==> src/rtl/dm_arbiter.sv <==
// Two-port data-memory arbiter: CPU single accesses (port A) and DMA bursts (port B) share one memory.
// Latency: ack two cycles after the IDLE sampling cycle; single transfer 3 cycles, burst beat every 2 cycles.
// Backpressure: requesters hold req/inputs until ack (A) or done (B); a loser simply waits in IDLE.
module dm_arbiter #(
  parameter int AW    = 8,
  parameter int LEN_W = 5
) (
  input  logic             clk,
  input  logic             rst,

  // CPU port: one word per request
  input  logic             a_req,
  input  logic             a_wen,
  input  logic [AW-1:0]    a_addr,
  input  logic [31:0]      a_wdata,
  output logic             a_ack,
  output logic [31:0]      a_rdata,

  // DMA port: burst of b_len words starting at b_addr
  input  logic             b_req,
  input  logic             b_wen,
  input  logic [AW-1:0]    b_addr,
  input  logic [LEN_W-1:0] b_len,
  input  logic [31:0]      b_wdata,
  output logic             b_ack,
  output logic [31:0]      b_rdata,
  output logic             b_done,

  // data memory (combinational read, write on rising edge)
  output logic             mem_wen,
  output logic [AW-1:0]    mem_addr,
  output logic [31:0]      mem_wdata,
  input  logic [31:0]      mem_rdata
);

  localparam logic [1:0] IDLE   = 2'd0;
  localparam logic [1:0] ACCESS = 2'd1;
  localparam logic [1:0] RESP   = 2'd2;

  localparam logic PORT_A = 1'b0;
  localparam logic PORT_B = 1'b1;

  localparam logic [LEN_W-1:0] LEN_ONE  = LEN_W'(1);
  localparam logic [AW-1:0]    ADDR_ONE = AW'(1);

  logic [1:0]       state;
  logic [1:0]       state_nxt;

  // port granted most recently; B after reset so A wins the first tie
  logic             last_grant;
  // port owning the transfer currently in ACCESS/RESP
  logic             owner;

  // transfer parameters captured in IDLE (and re-captured between burst beats)
  logic             lat_wen;
  logic [AW-1:0]    lat_addr;
  logic [31:0]      lat_wdata;
  // beats still to do after the current one
  logic [LEN_W-1:0] remaining;

  logic             any_req;
  logic             grant_b;
  logic             more_beats;
  logic             burst_continue;
  logic [LEN_W-1:0] first_remaining;

  // Arbitration and burst bookkeeping decode
  always_comb begin
    any_req  = a_req | b_req;
    grant_b  = 1'b0;
    if (a_req && b_req) begin
      grant_b = (last_grant == PORT_A);
    end else begin
      grant_b = b_req;
    end
    more_beats     = (remaining != '0);
    burst_continue = (state == RESP) && (owner == PORT_B) && more_beats;
    // zero length is treated as a single beat
    first_remaining = (b_len == '0) ? '0 : (b_len - LEN_ONE);
  end

  // Next-state logic: bursts chain RESP->ACCESS without passing through IDLE
  always_comb begin
    state_nxt = state;
    case (state)
      IDLE:    state_nxt = any_req ? ACCESS : IDLE;
      ACCESS:  state_nxt = RESP;
      RESP:    state_nxt = burst_continue ? ACCESS : IDLE;
      default: state_nxt = IDLE;
    endcase
  end

  // State register
  always_ff @(posedge clk) begin
    if (rst) begin
      state <= IDLE;
    end else begin
      state <= state_nxt;
    end
  end

  // Grant capture and transfer-parameter latching
  always_ff @(posedge clk) begin
    if (rst) begin
      last_grant <= PORT_B;
      owner      <= PORT_A;
      lat_wen    <= 1'b0;
      lat_addr   <= '0;
      lat_wdata  <= '0;
      remaining  <= '0;
    end else begin
      case (state)
        IDLE: begin
          if (any_req) begin
            last_grant <= grant_b;
            owner      <= grant_b;
            lat_wen    <= grant_b ? b_wen   : a_wen;
            lat_addr   <= grant_b ? b_addr  : a_addr;
            lat_wdata  <= grant_b ? b_wdata : a_wdata;
            remaining  <= grant_b ? first_remaining : '0;
          end
        end
        RESP: begin
          // next beat: address wraps naturally at 2^AW, DMA has already presented new data
          if (burst_continue) begin
            lat_addr  <= lat_addr + ADDR_ONE;
            lat_wdata <= b_wdata;
            remaining <= remaining - LEN_ONE;
          end
        end
        default: ;
      endcase
    end
  end

  // Read data capture on the ACCESS exit edge; writes leave rdata untouched
  always_ff @(posedge clk) begin
    if (rst) begin
      a_rdata <= '0;
      b_rdata <= '0;
    end else if (state == ACCESS && !lat_wen) begin
      if (owner == PORT_A) begin
        a_rdata <= mem_rdata;
      end else begin
        b_rdata <= mem_rdata;
      end
    end
  end

  // Handshake and memory outputs; rst gates them so an in-flight write is dropped immediately
  always_comb begin
    a_ack     = !rst && (state == RESP) && (owner == PORT_A);
    b_ack     = !rst && (state == RESP) && (owner == PORT_B);
    b_done    = b_ack && !more_beats;
    mem_wen   = !rst && (state == ACCESS) && lat_wen;
    mem_addr  = rst ? '0 : lat_addr;
    mem_wdata = rst ? '0 : lat_wdata;
  end

endmodule

==> config.mk <==
export PLATFORM = sky130hd
export DESIGN_NAME = dm_arbiter
export DESIGN_NICKNAME = d
export VERILOG_FILES = /design/src/rtl/dm_arbiter.sv
export SDC_FILE = /design/constraint.sdc
export NUM_CORES = 1
export LEC_CHECK = 0
export ABC_AREA = 0
export BUFFER_PORTS_ARGS = -buffer_cell sky130_fd_sc_hd__buf_2
export CAP_MARGIN = 10
export CORE_MARGIN = 8
export CORE_UTILIZATION = 41
export CTS_CLUSTER_DIAMETER = 50
export DETAILED_ROUTE_END_ITERATION = 10
export PLACE_DENSITY = 0.77
export RECOVER_POWER = 100
export SETUP_SLACK_MARGIN = 0.1
export SKIP_LAST_GASP = 1
export SLEW_MARGIN = 20
export SYNTH_ARGS = -nofsm -noshare
export SYNTH_HDL_FRONTEND = slang
export SYNTH_SLANG_ARGS = --single-unit
==> constraint.sdc <==
create_clock -name clk -period 3.6 [get_ports clk]
set_input_delay 0.36 -clock clk [delete_from_list [all_inputs] [get_ports clk]]
set_output_delay 0.36 -clock clk [all_outputs]
set_load 0.005 [all_outputs]
==> run_results.csv, run 1 <==
group,metric,value,unit
sta,clock-skew-final,7.163,ps
die,die_h,128.8,um
sta,slew-limit-headroom,-2.415,%
global_route,antenna_found_initial,0,
global_route,grt_pass1_vias,5170,
synth,netlist_instances,654,
sta,min_period,2802,ps
worst_setup_path,slowest_stage,"or4b_1",
clock_network,tritoncts,"built",
pwr,combPwrFrac,15.7,%
synth,post_synth_main_area_contributors,"dfxtp_1 (44%), nand2_1 (13%), a21oi_1 (9.0%)",
synth,number_of_distinct_library_cells_after_synthesis,50,
sta,accumulated_negative_setup_slack,0,ps
synth,yosysWarningCount,0,
run,cap_violations,1,
finish,postLayoutCoreUtil,54.83,%
synth,synth.net_count,780,
place,hpwl_reported_at_the_end_of_detailed_placement,11320,um
clock_network,cts_max_path_buffers,2,
worst_setup_path,endpoint_kind,"register",
drt,via_count,5226,
clock_network,tritoncts_num_sinks,114,
worst_setup_path,crit_start,"remaining[0]",
drt,drtIter0Drc,341,
clock_network,post-cts-setup-buffers,0,
die,design.portCount,231,
finish,post_route_cells_drive_above_1_share,24.06,%
finish,areaGrowthSynthToFinish,31.53,%
clock_network,htreeDepth,4,
worst_setup_path,cp.required,3890,ps
sta,worst_hold_slack,197.2,ps
clock_network,cts.repair.resized,0,
sta,hold_violations,0,
global_route,largest_net_degree_at_the_start_of_global_routing,99,
worst_setup_path,worstSetupPathType,"register to register",
finish,layout_net_count,990,
finish,fillers,1279,
global_route,grt.total_usage,19.10,%
clock_network,path_clk_slew,50,ps
sta,timing.final.crit_share,77.82,%
worst_setup_path,critical_path.cell_chain,"inv_1 -> ha_1 -> or4b_1 -> a32o_1 -> clkbuf_2 -> nand2b_2 -> inv_1 -> a32o_1",
pwr,power.sequential.fraction,38.2,%
run_status,failing_checks,"max-capacitance violations, max-slew violations",
sta,grt_setup_unrepaired,"no",
die,initial_core_util,41.68,%
synth,synthDominantCellAreaShare,43.74,%
sta,worst_slew_pin_slew,1536,ps
run_status,status,"finished with violations",
synth,syn-mean-instance-area,7.978,um^2
sta,finalMaxSlewViolations,33,
worst_setup_path,cpPeakStageDelay,560,ps
pwr,cellInternalPower,2705,uW
drt,drc,0,
clock_network,inserted_clock_buffers,17,
global_route,grt_first_pass_wirelength,25580,um
worst_setup_path,timing.critical_path.arrival,3090,ps
worst_setup_path,timing.critical_path.buf_inv,3,
synth,postSynth.topFlopCell,"dfxtp_1",
die,dieArea,0.01659,mm^2
worst_setup_path,r2r_start,"remaining[0]",
sta,fmax,0.3569,GHz
pwr,clock_power_share,46.0,%
synth,post-synth-top-area-cell,"dfxtp_1",
worst_setup_path,crit_family,"simple AND/OR/NAND/NOR gates",
synth,synth-seq-cells,114,
synth,synthArstFlopShare,0,%
hold_path,hold_start,"a_wdata[21]",
drt,ant_nets,0,
sta,setup_viol,0,
clock_network,holdBufCountCts,0,
synth,synth_enable_flop_cells,0,
synth,register_area_share_after_synthesis,43.74,%
clock_network,clockRootBuffer,"clkbuf_16",
place,routabilityCongestion,0.8266,
pwr,max-vdd-ir-drop,0.0002500,V
drt,routedWlPerCell,15.28,um
drt,firstDrtPassIters,4,
pwr,power.static_leakage,0.002764,uW
place,numPortBuffers,230,
pwr,power.density,538.3,mW/mm^2
drt,drt_wl_total,16020,um
drt,detail_route.vias_per_cell,4.982,
synth,synth.cell_area,0.005218,mm^2
worst_setup_path,cp-start-kind,"register",
die,core.rowCount,41,
pwr,netSwitchingFraction,26.78,%
global_route,globalRoute.totalOverflow,0,
finish,insertedDiodeCount,0,
hold_path,hold_path.class,"primary input to register",
die,die_width,128.8,um
die,core,0.01252,mm^2
pwr,netSwitchingPower,989.2,uW
clock_network,clk_lat_worst_skew,400,ps
worst_setup_path,crit_path_max_fo,40,
-- per-stage QoR --
stage	total power, uW	setup slack [ps]	area (um^2)	cells
after floorplan	1840	1676	5218	654
after global placement	2037	1398	6445	1017
after detailed placement	2048	1287	6445	1017
after CTS	3759	974.7	7049	1049
after global routing	3868	629.3	6863	1049
final	3694	798.3	6863	1049
-- worst reg2reg max path: cells and delay by family (launching register included) --
family	cells	cell delay, ps
buf+inv	3	760
simple gates	2	800
fa+ha+maj	1	220
flops	1	310
compound gates	2	610
-- cell usage after synthesis, drive strengths merged (2+ instances only) --
library cell    n
nand2         179
dfxtp         114
a21oi          99
nor2           46
nor2b          43
clkbuf         37
a211oi         34
nand3          16
buf            13
o21ai           9
nor3            7
inv             6
nand2b          5
a32o            4
a22o            3
ha              3
or4             3
a221oi          2
a31oi           2
and2            2
and3            2
nor3b           2
nor4            2
xor2            2
-- layer usage --
metal	GRT usage, %	wire (um)	vias up
li1	-	-	2634
met1	22.42	6673	2417
met2	31.56	8067	152
met3	5.544	992	23
met4	8.846	291	0
met5	0	0	-
-- cell type report --
cell class | instances | area [um^2] | share of cell area (%)
Sequential cell | 114 | 2282 | 33.25
Multi-Input combinational cell | 484 | 2623 | 38.21
Inverter | 6 | 22.52 | 0.3282
Clock buffer | 20 | 446.7 | 6.509
Clock inverter | 12 | 157.7 | 2.297
Tap cell | 172 | 215.2 | 3.136
Timing Repair Buffer | 241 | 1116 | 16.26
-- cell families (layout without fill, tap and decap cells) --
kind of cell	Yosys count	in the layout	share of synthesized area (%)
AND/OR/NAND/NOR	313	313	26.59
multiplexers	2	2	0.4077
buffers and inverters	56	279	5.204
flip-flops	114	114	43.74
AO/OA/AOI/OAI	163	163	22.83
adder cells (fa/ha/maj)	3	3	0.7195
XOR/XNOR	3	3	0.5037
-- cell usage in the layout, fill, tap and decap left out, types with 3 or more instances in the layout --
| master | instances |
|---|---|
| clkinvlp_4 | 3 |
| clkbuf_2 | 4 |
| a21oi_2 | 5 |
| nand2_1 | 179 |
| a211oi_2 | 24 |
| clkbuf_16 | 17 |
| a21oi_1 | 94 |
| nor2_1 | 45 |
| a22o_1 | 3 |
| a32o_1 | 4 |
| nor2b_1 | 43 |
| dfxtp_1 | 114 |
| buf_2 | 131 |
| or4_1 | 3 |
| nand3_1 | 16 |
| nor3_1 | 6 |
| nand2b_1 | 4 |
| ha_1 | 3 |
| clkinv_4 | 3 |
| buf_4 | 7 |
| inv_1 | 6 |
| bufinv_16 | 3 |
| o21ai_0 | 9 |
| a211oi_1 | 10 |
| clkbuf_1 | 100 |
-- flip-flops by register name (all words and copies together) (netlist names) --
name        count
b_rdata        32
lat_wen         1
lat_addr        8
owner           1
state           2
last_grant      1
a_rdata        32
lat_wdata      32
remaining       5
-- final timing paths --
kind                   endpoint  slack [ps]  cells past startpoint
setup / recovery    lat_addr[3]         800                      8
hold / removal    lat_wdata[21]         200                      3
setup reg to reg    lat_addr[3]         800                      8
hold reg to reg      a_rdata[6]         450                      2
-- power groups by stage --
| stage | clock, uW | sequential, uW | combinational, uW |
|---|---|---|---|
| after detailed placement | 0 | 1440 | 611 |
| final | 1700 | 1410 | 581 |
| after global routing | 1800 | 1420 | 647 |
| after floorplan | 0 | 1430 | 412 |
| after CTS | 1730 | 1410 | 616 |
| after global placement | 0 | 1430 | 603 |
(Power assumes the default switching activity.)
==> inputs of run 2 (changes only) <==
clock period = 2.8 ns   (was 3.6 ns; I/O delays follow)
==> run 2 against run 1 <==
Clock skew rose by 2.0 ps. The flow still finishes with violations (max-capacitance violations, max-slew violations). Final area grew 0.38%. Largest power group unchanged. Clock-buffer cell count grew 3. Largest cell class unchanged. Register-to-register slack lost 430 ps. Critical path type unchanged. Critical path depth fell by 1. Via count rose by 0.84%.
==> run_results.csv, run 2 (synthesis results as in run 1) <==
group,metric,value,unit
worst_setup_path,worstSetupPathType,"register to register",
sta,finalMaxSlewViolations,66,
finish,mostFrequentLayoutCells,"nand2_1 (179), buf_2 (136), dfxtp_1 (114)",
die,dieArea,0.01659,mm^2
run_status,status,"finished with violations",
finish,post_route_cells_drive_above_1_share,24.89,%
finish,reg_top3,"a_rdata (32), b_rdata (32), lat_wdata (32)",
sta,slew-limit-headroom,-3.855,%
clock_network,clockRootBuffer,"clkbuf_16",
worst_setup_path,crit_start,"remaining[0]",
run,cap_violations,2,
finish,areaGrowthSynthToFinish,32.04,%
die,core,0.01252,mm^2
clock_network,tritoncts,"built",
drt,firstDrtPassIters,7,
global_route,largest_net_degree_at_the_start_of_global_routing,54,
sta,min_period,2435,ps
global_route,grt.total_usage,18.92,%
pwr,p_total,4770,uW
finish,layout_net_count,993,
clock_network,path_clk_slew,60,ps
die,design.portCount,231,
die,die_h,128.8,um
drt,via_count,5270,
place,hpwl_reported_at_the_end_of_detailed_placement,11440,um
sta,clock-skew-final,9.156,ps
worst_setup_path,critical_path.cell_chain,"inv_1 -> ha_1 -> or4b_1 -> a32oi_4 -> clkbuf_4 -> a21oi_1 -> a211oi_1",
sta,timing.final.crit_share,86.96,%
run_status,failing_checks,"max-capacitance violations, max-slew violations",
clock_network,htreeDepth,4,
sta,setup_viol,0,
clock_network,clk_lat_worst_skew,400,ps
die,initial_core_util,41.68,%
pwr,max-vdd-ir-drop,0.0003192,V
clock_network,cts_max_path_buffers,2,
clock_network,cts.repair.resized,0,
finish,fillers,1246,
global_route,grt_first_pass_wirelength,25510,um
worst_setup_path,r2r_start,"remaining[0]",
worst_setup_path,crit_path_max_fo,41,
drt,routedWlPerCell,15.37,um
drt,drc,0,
drt,drt_wl_total,16170,um
worst_setup_path,slowest_stage,"or4b_1",
finish,regArea,0.002282,mm^2
die,core.rowCount,41,
sta,worst_hold_slack,115.4,ps
drt,detail_route.vias_per_cell,5.010,
worst_setup_path,cp-start-kind,"register",
worst_setup_path,timing.critical_path.buf_inv,2,
finish,multi_input_logic_area,0.002634,mm^2
drt,ant_nets,0,
finish,final_common_cell,"nand2_1",
finish,insertedDiodeCount,0,
worst_setup_path,timing.critical_path.arrival,2730,ps
sta,worst_slew_pin_slew,1558,ps
worst_setup_path,crit_family,"compound AO/OA/AOI/OAI gates",
global_route,antenna_found_initial,0,
global_route,grt_pass1_vias,5226,
worst_setup_path,cpPeakStageDelay,570,ps
drt,drtIter0Drc,404,
sta,fin_ws,365.1,ps
pwr,power.density,692.4,mW/mm^2
place,dp_worst_setup_slack,627.5,ps
pwr,power.static_leakage,0.002802,uW
sta,fmax,0.4107,GHz
hold_path,hold_start,"a_wdata[30]",
worst_setup_path,cp.required,3090,ps
die,die_width,128.8,um
sta,hold_violations,0,
clock_network,tritoncts_num_sinks,114,
place,routabilityCongestion,0.8205,
sta,accumulated_negative_setup_slack,0,ps
global_route,globalRoute.totalOverflow,0,
worst_setup_path,endpoint_kind,"register",
place,numPortBuffers,230,
hold_path,hold_path.class,"primary input to register",
sta,grt_setup_unrepaired,"no",
clock_network,holdBufCountCts,0,
clock_network,inserted_clock_buffers,17,
clock_network,post-cts-setup-buffers,0,
run 2: metal layers:
metal	part of all wire, %	wire length, um	GRT usage, %	up-vias
li1	-	-	-	2631
met1	41	6590	21.53	2436
met2	50	8057	31.99	179
met3	7.2	1170	5.875	24
met4	2.2	354	8.293	0
met5	0	0	0	-
run 2: layout make-up:
cell class | instances | area share [%]
clock buffers | 23 | 6.938
multi-input cells | 484 | 38.23
well taps | 172 | 3.124
clock inverters | 9 | 1.871
repair buffers | 244 | 16.38
inverters | 6 | 0.3269
flip-flops and latches | 114 | 33.13
run 2: worst paths after layout:
check | to | slack (ps) | cells past startpoint
setup reg to reg | lat_wdata[7] | 370 | 7
hold / removal | lat_wdata[30] | 120 | 3
setup / recovery | lat_wdata[7] | 370 | 7
hold reg to reg | a_rdata[10] | 450 | 2
run 2: power by group:
group          switching [uW]  internal (uW)  total, uW
clock network             729           1470       2200
logic                     447            309        756
registers                72.0           1750       1820
total                    1250           3520       4770
run 2: stage by stage:
| step | util (%) | cells | instance area, um^2 |
|---|---|---|---|
| floorplan | - | 654 | 5218 |
| global placement | 51.77 | 1020 | 6480 |
| detailed placement | 51.77 | 1020 | 6480 |
| CTS | 56.62 | 1052 | 7087 |
| global route | 55.04 | 1052 | 6889 |
| finish | 55.04 | 1052 | 6889 |
run 2: worst reg2reg max path: stages (launching register included):
cell and delay (ps):
dfxtp_1 300, inv_1 110, ha_1 200, or4b_1 570, a32oi_4 270, clkbuf_4 490
a21oi_1 130, a211oi_1 260
==> inputs of run 3 (changes only) <==
GPL_TIMING_DRIVEN = 1   (was not set)
clock period = 2.5 ns   (was 2.8 ns; I/O delays follow)
==> run 3 against run 2 <==
The flow now finishes without violations. Sequential power is 12% higher. Via count barely moved. Largest cell class unchanged. Sequential share of layout area decreased by 0.32 points. Setup slack got worse by 97 ps. Power up 15%. Wire length decreased by 0.94%. Clock-buffer cell count fell by 5. Die area did not move. Hold slack got worse by 33 ps.
==> run_results.csv, run 3 (synthesis results as in run 1) <==
group,metric,value,unit
run_status,status,"completed",
pwr,power.static_leakage,0.002828,uW
clock_network,cts_max_path_buffers,2,
drt,drtIter0Drc,335,
global_route,grt_pass1_vias,5189,
clock_network,clk_lat_worst_skew,420,ps
drt,via_count,5267,
sta,finalMaxSlewViolations,0,
finish,mostFrequentLayoutCells,"nand2_1 (179), buf_2 (136), dfxtp_1 (114)",
place,placedInstanceArea,0.006492,mm^2
die,die_width,128.8,um
clock_network,path_clk_slew,60,ps
die,initial_core_util,41.68,%
place,hpwl_reported_at_the_end_of_detailed_placement,11370,um
die,core,0.01252,mm^2
global_route,grt.total_usage,18.98,%
global_route,antenna_found_initial,0,
clock_network,clockRootBuffer,"clkbuf_16",
drt,firstDrtPassIters,4,
finish,insertedDiodeCount,0,
die,design.portCount,231,
sta,setup_viol,0,
worst_setup_path,timing.rr.end,"lat_wdata[24]",
finish,layout_net_count,993,
sta,worst_slew_pin_slew,852.7,ps
clock_network,tritoncts_num_sinks,114,
finish,areaGrowthSynthToFinish,33.31,%
finish,postLayoutCoreUtil,55.57,%
finish,reg_top3,"a_rdata (32), b_rdata (32), lat_wdata (32)",
sta,slew-limit-headroom,43.15,%
hold_path,hold_path.class,"primary input to register",
drt,routedWlPerCell,15.23,um
hold_path,hold-path-cell-count,3,
worst_setup_path,cp-start-kind,"primary input",
sta,fmax,0.4480,GHz
pwr,power.density,789.2,mW/mm^2
worst_setup_path,crit_path_max_fo,65,
drt,detail_route.vias_per_cell,5.007,
finish,finish.instance_area,0.006955,mm^2
die,die_h,128.8,um
clock_network,post-cts-setup-buffers,0,
sta,clock-skew-final,8.583,ps
run,cap_violations,0,
worst_setup_path,worstSetupPathType,"primary input to output pin",
pwr,max-vdd-ir-drop,0.0004842,V
place,routabilityCongestion,0.8046,
worst_setup_path,setup.reg_to_reg.worst_slack,300,ps
die,dieArea,0.01659,mm^2
drt,ant_nets,0,
drt,drt_wl_total,16020,um
clock_network,holdBufCountCts,0,
hold_path,hold_start,"a_wdata[26]",
worst_setup_path,timing.critical_path.arrival,1980,ps
global_route,grt_first_pass_wirelength,25330,um
global_route,globalRoute.totalOverflow,0,
clock_network,tritoncts,"built",
sta,min_period,2232,ps
clock_network,htreeDepth,4,
finish,final_common_cell,"nand2_1",
die,core.rowCount,41,
finish,multi_input_logic_area,0.002644,mm^2
worst_setup_path,endpoint_kind,"output pin",
hold_path,timing.hold.worst_endpoint,"lat_wdata[26]",
clock_network,cts.repair.resized,0,
finish,regArea,0.002282,mm^2
finish,post_route_cells_drive_above_1_share,25.80,%
worst_setup_path,rr_worst_depth,7,
worst_setup_path,cp.required,2250,ps
sta,timing.final.crit_share,89.28,%
sta,hold_violations,0,
worst_setup_path,r2r_start,"remaining[0]",
finish,fillers,1260,
place,numPortBuffers,230,
drt,drc,0,
clock_network,inserted_clock_buffers,17,
sta,grt_setup_unrepaired,"no",
global_route,largest_net_degree_at_the_start_of_global_routing,66,
sta,accumulated_negative_setup_slack,0,ps
-- run 3: cell count changes in the layout (fill, tap and decap cells not counted), moves of 2 or more --
| cell | previous run | this run |
|---|---|---|
| a211oi_1 | 7 | 2 |
| a211oi_2 | 27 | 32 |
| inv_6 | 0 | 4 |
| clkbuf_1 | 96 | 93 |
| clkbuf_8 | 3 | 0 |
| clkinv_4 | 1 | 4 |
| and2_0 | 0 | 2 |
| and2_1 | 2 | 0 |
| buf_12 | 0 | 2 |
| clkinv_2 | 3 | 1 |
-- run 3: cell type report --
cell class,instances,area share [%]
well taps,172,3.094
clock buffers,18,6.170
inverters,6,0.3238
repair buffers,244,16.68
flip-flops and latches,114,32.81
clock inverters,14,2.914
multi-input cells,484,38.01
-- run 3: worst max-delay path, stage by stage --
cell and delay [ps]:
clkbuf_2 540, clkbuf_4 830, nor2b_1 150, clkbuf_1 150
-- run 3: worst max-delay path by stage --
stage / startpoint / endpoint / cells past startpoint
after floorplan: remaining[0] / lat_wdata[10] / 8
after global placement: remaining[0] / lat_addr[2] / 6
after detailed placement: remaining[0] / lat_wdata[28] / 7
after CTS: state[1] / b_done / 4
after global routing: rst / mem_addr[1] / 4
final: rst / mem_wdata[30] / 4
-- run 3: power breakdown --
group	switching, uW	internal (uW)	total, uW	leakage (uW)
combinational	501	359	861	0.00159
clock	915	1680	2600	0.000306
sequential	75.7	1950	2030	0.000933
-- run 3: layer usage --
layer | up-vias | wire (um) | track usage (%)
li1 | 2636 | - | -
met1 | 2429 | 6657 | 21.87
met2 | 168 | 7740 | 30.79
met3 | 34 | 1179 | 7.199
met4 | 0 | 444 | 8.362
met5 | - | 0 | 0
-- run 3: stage by stage --
stage	instances	worst slack [ps]	power, uW	hold slack, ps
CTS	1052	329.5	5573	62.89
floorplan	654	575.9	2650	386.0
global route	1052	134.6	5741	61.37
finish	1052	268.0	5489	82.04
detailed placement	1020	432.2	2966	443.0
global placement	1020	459.6	2953	438.9
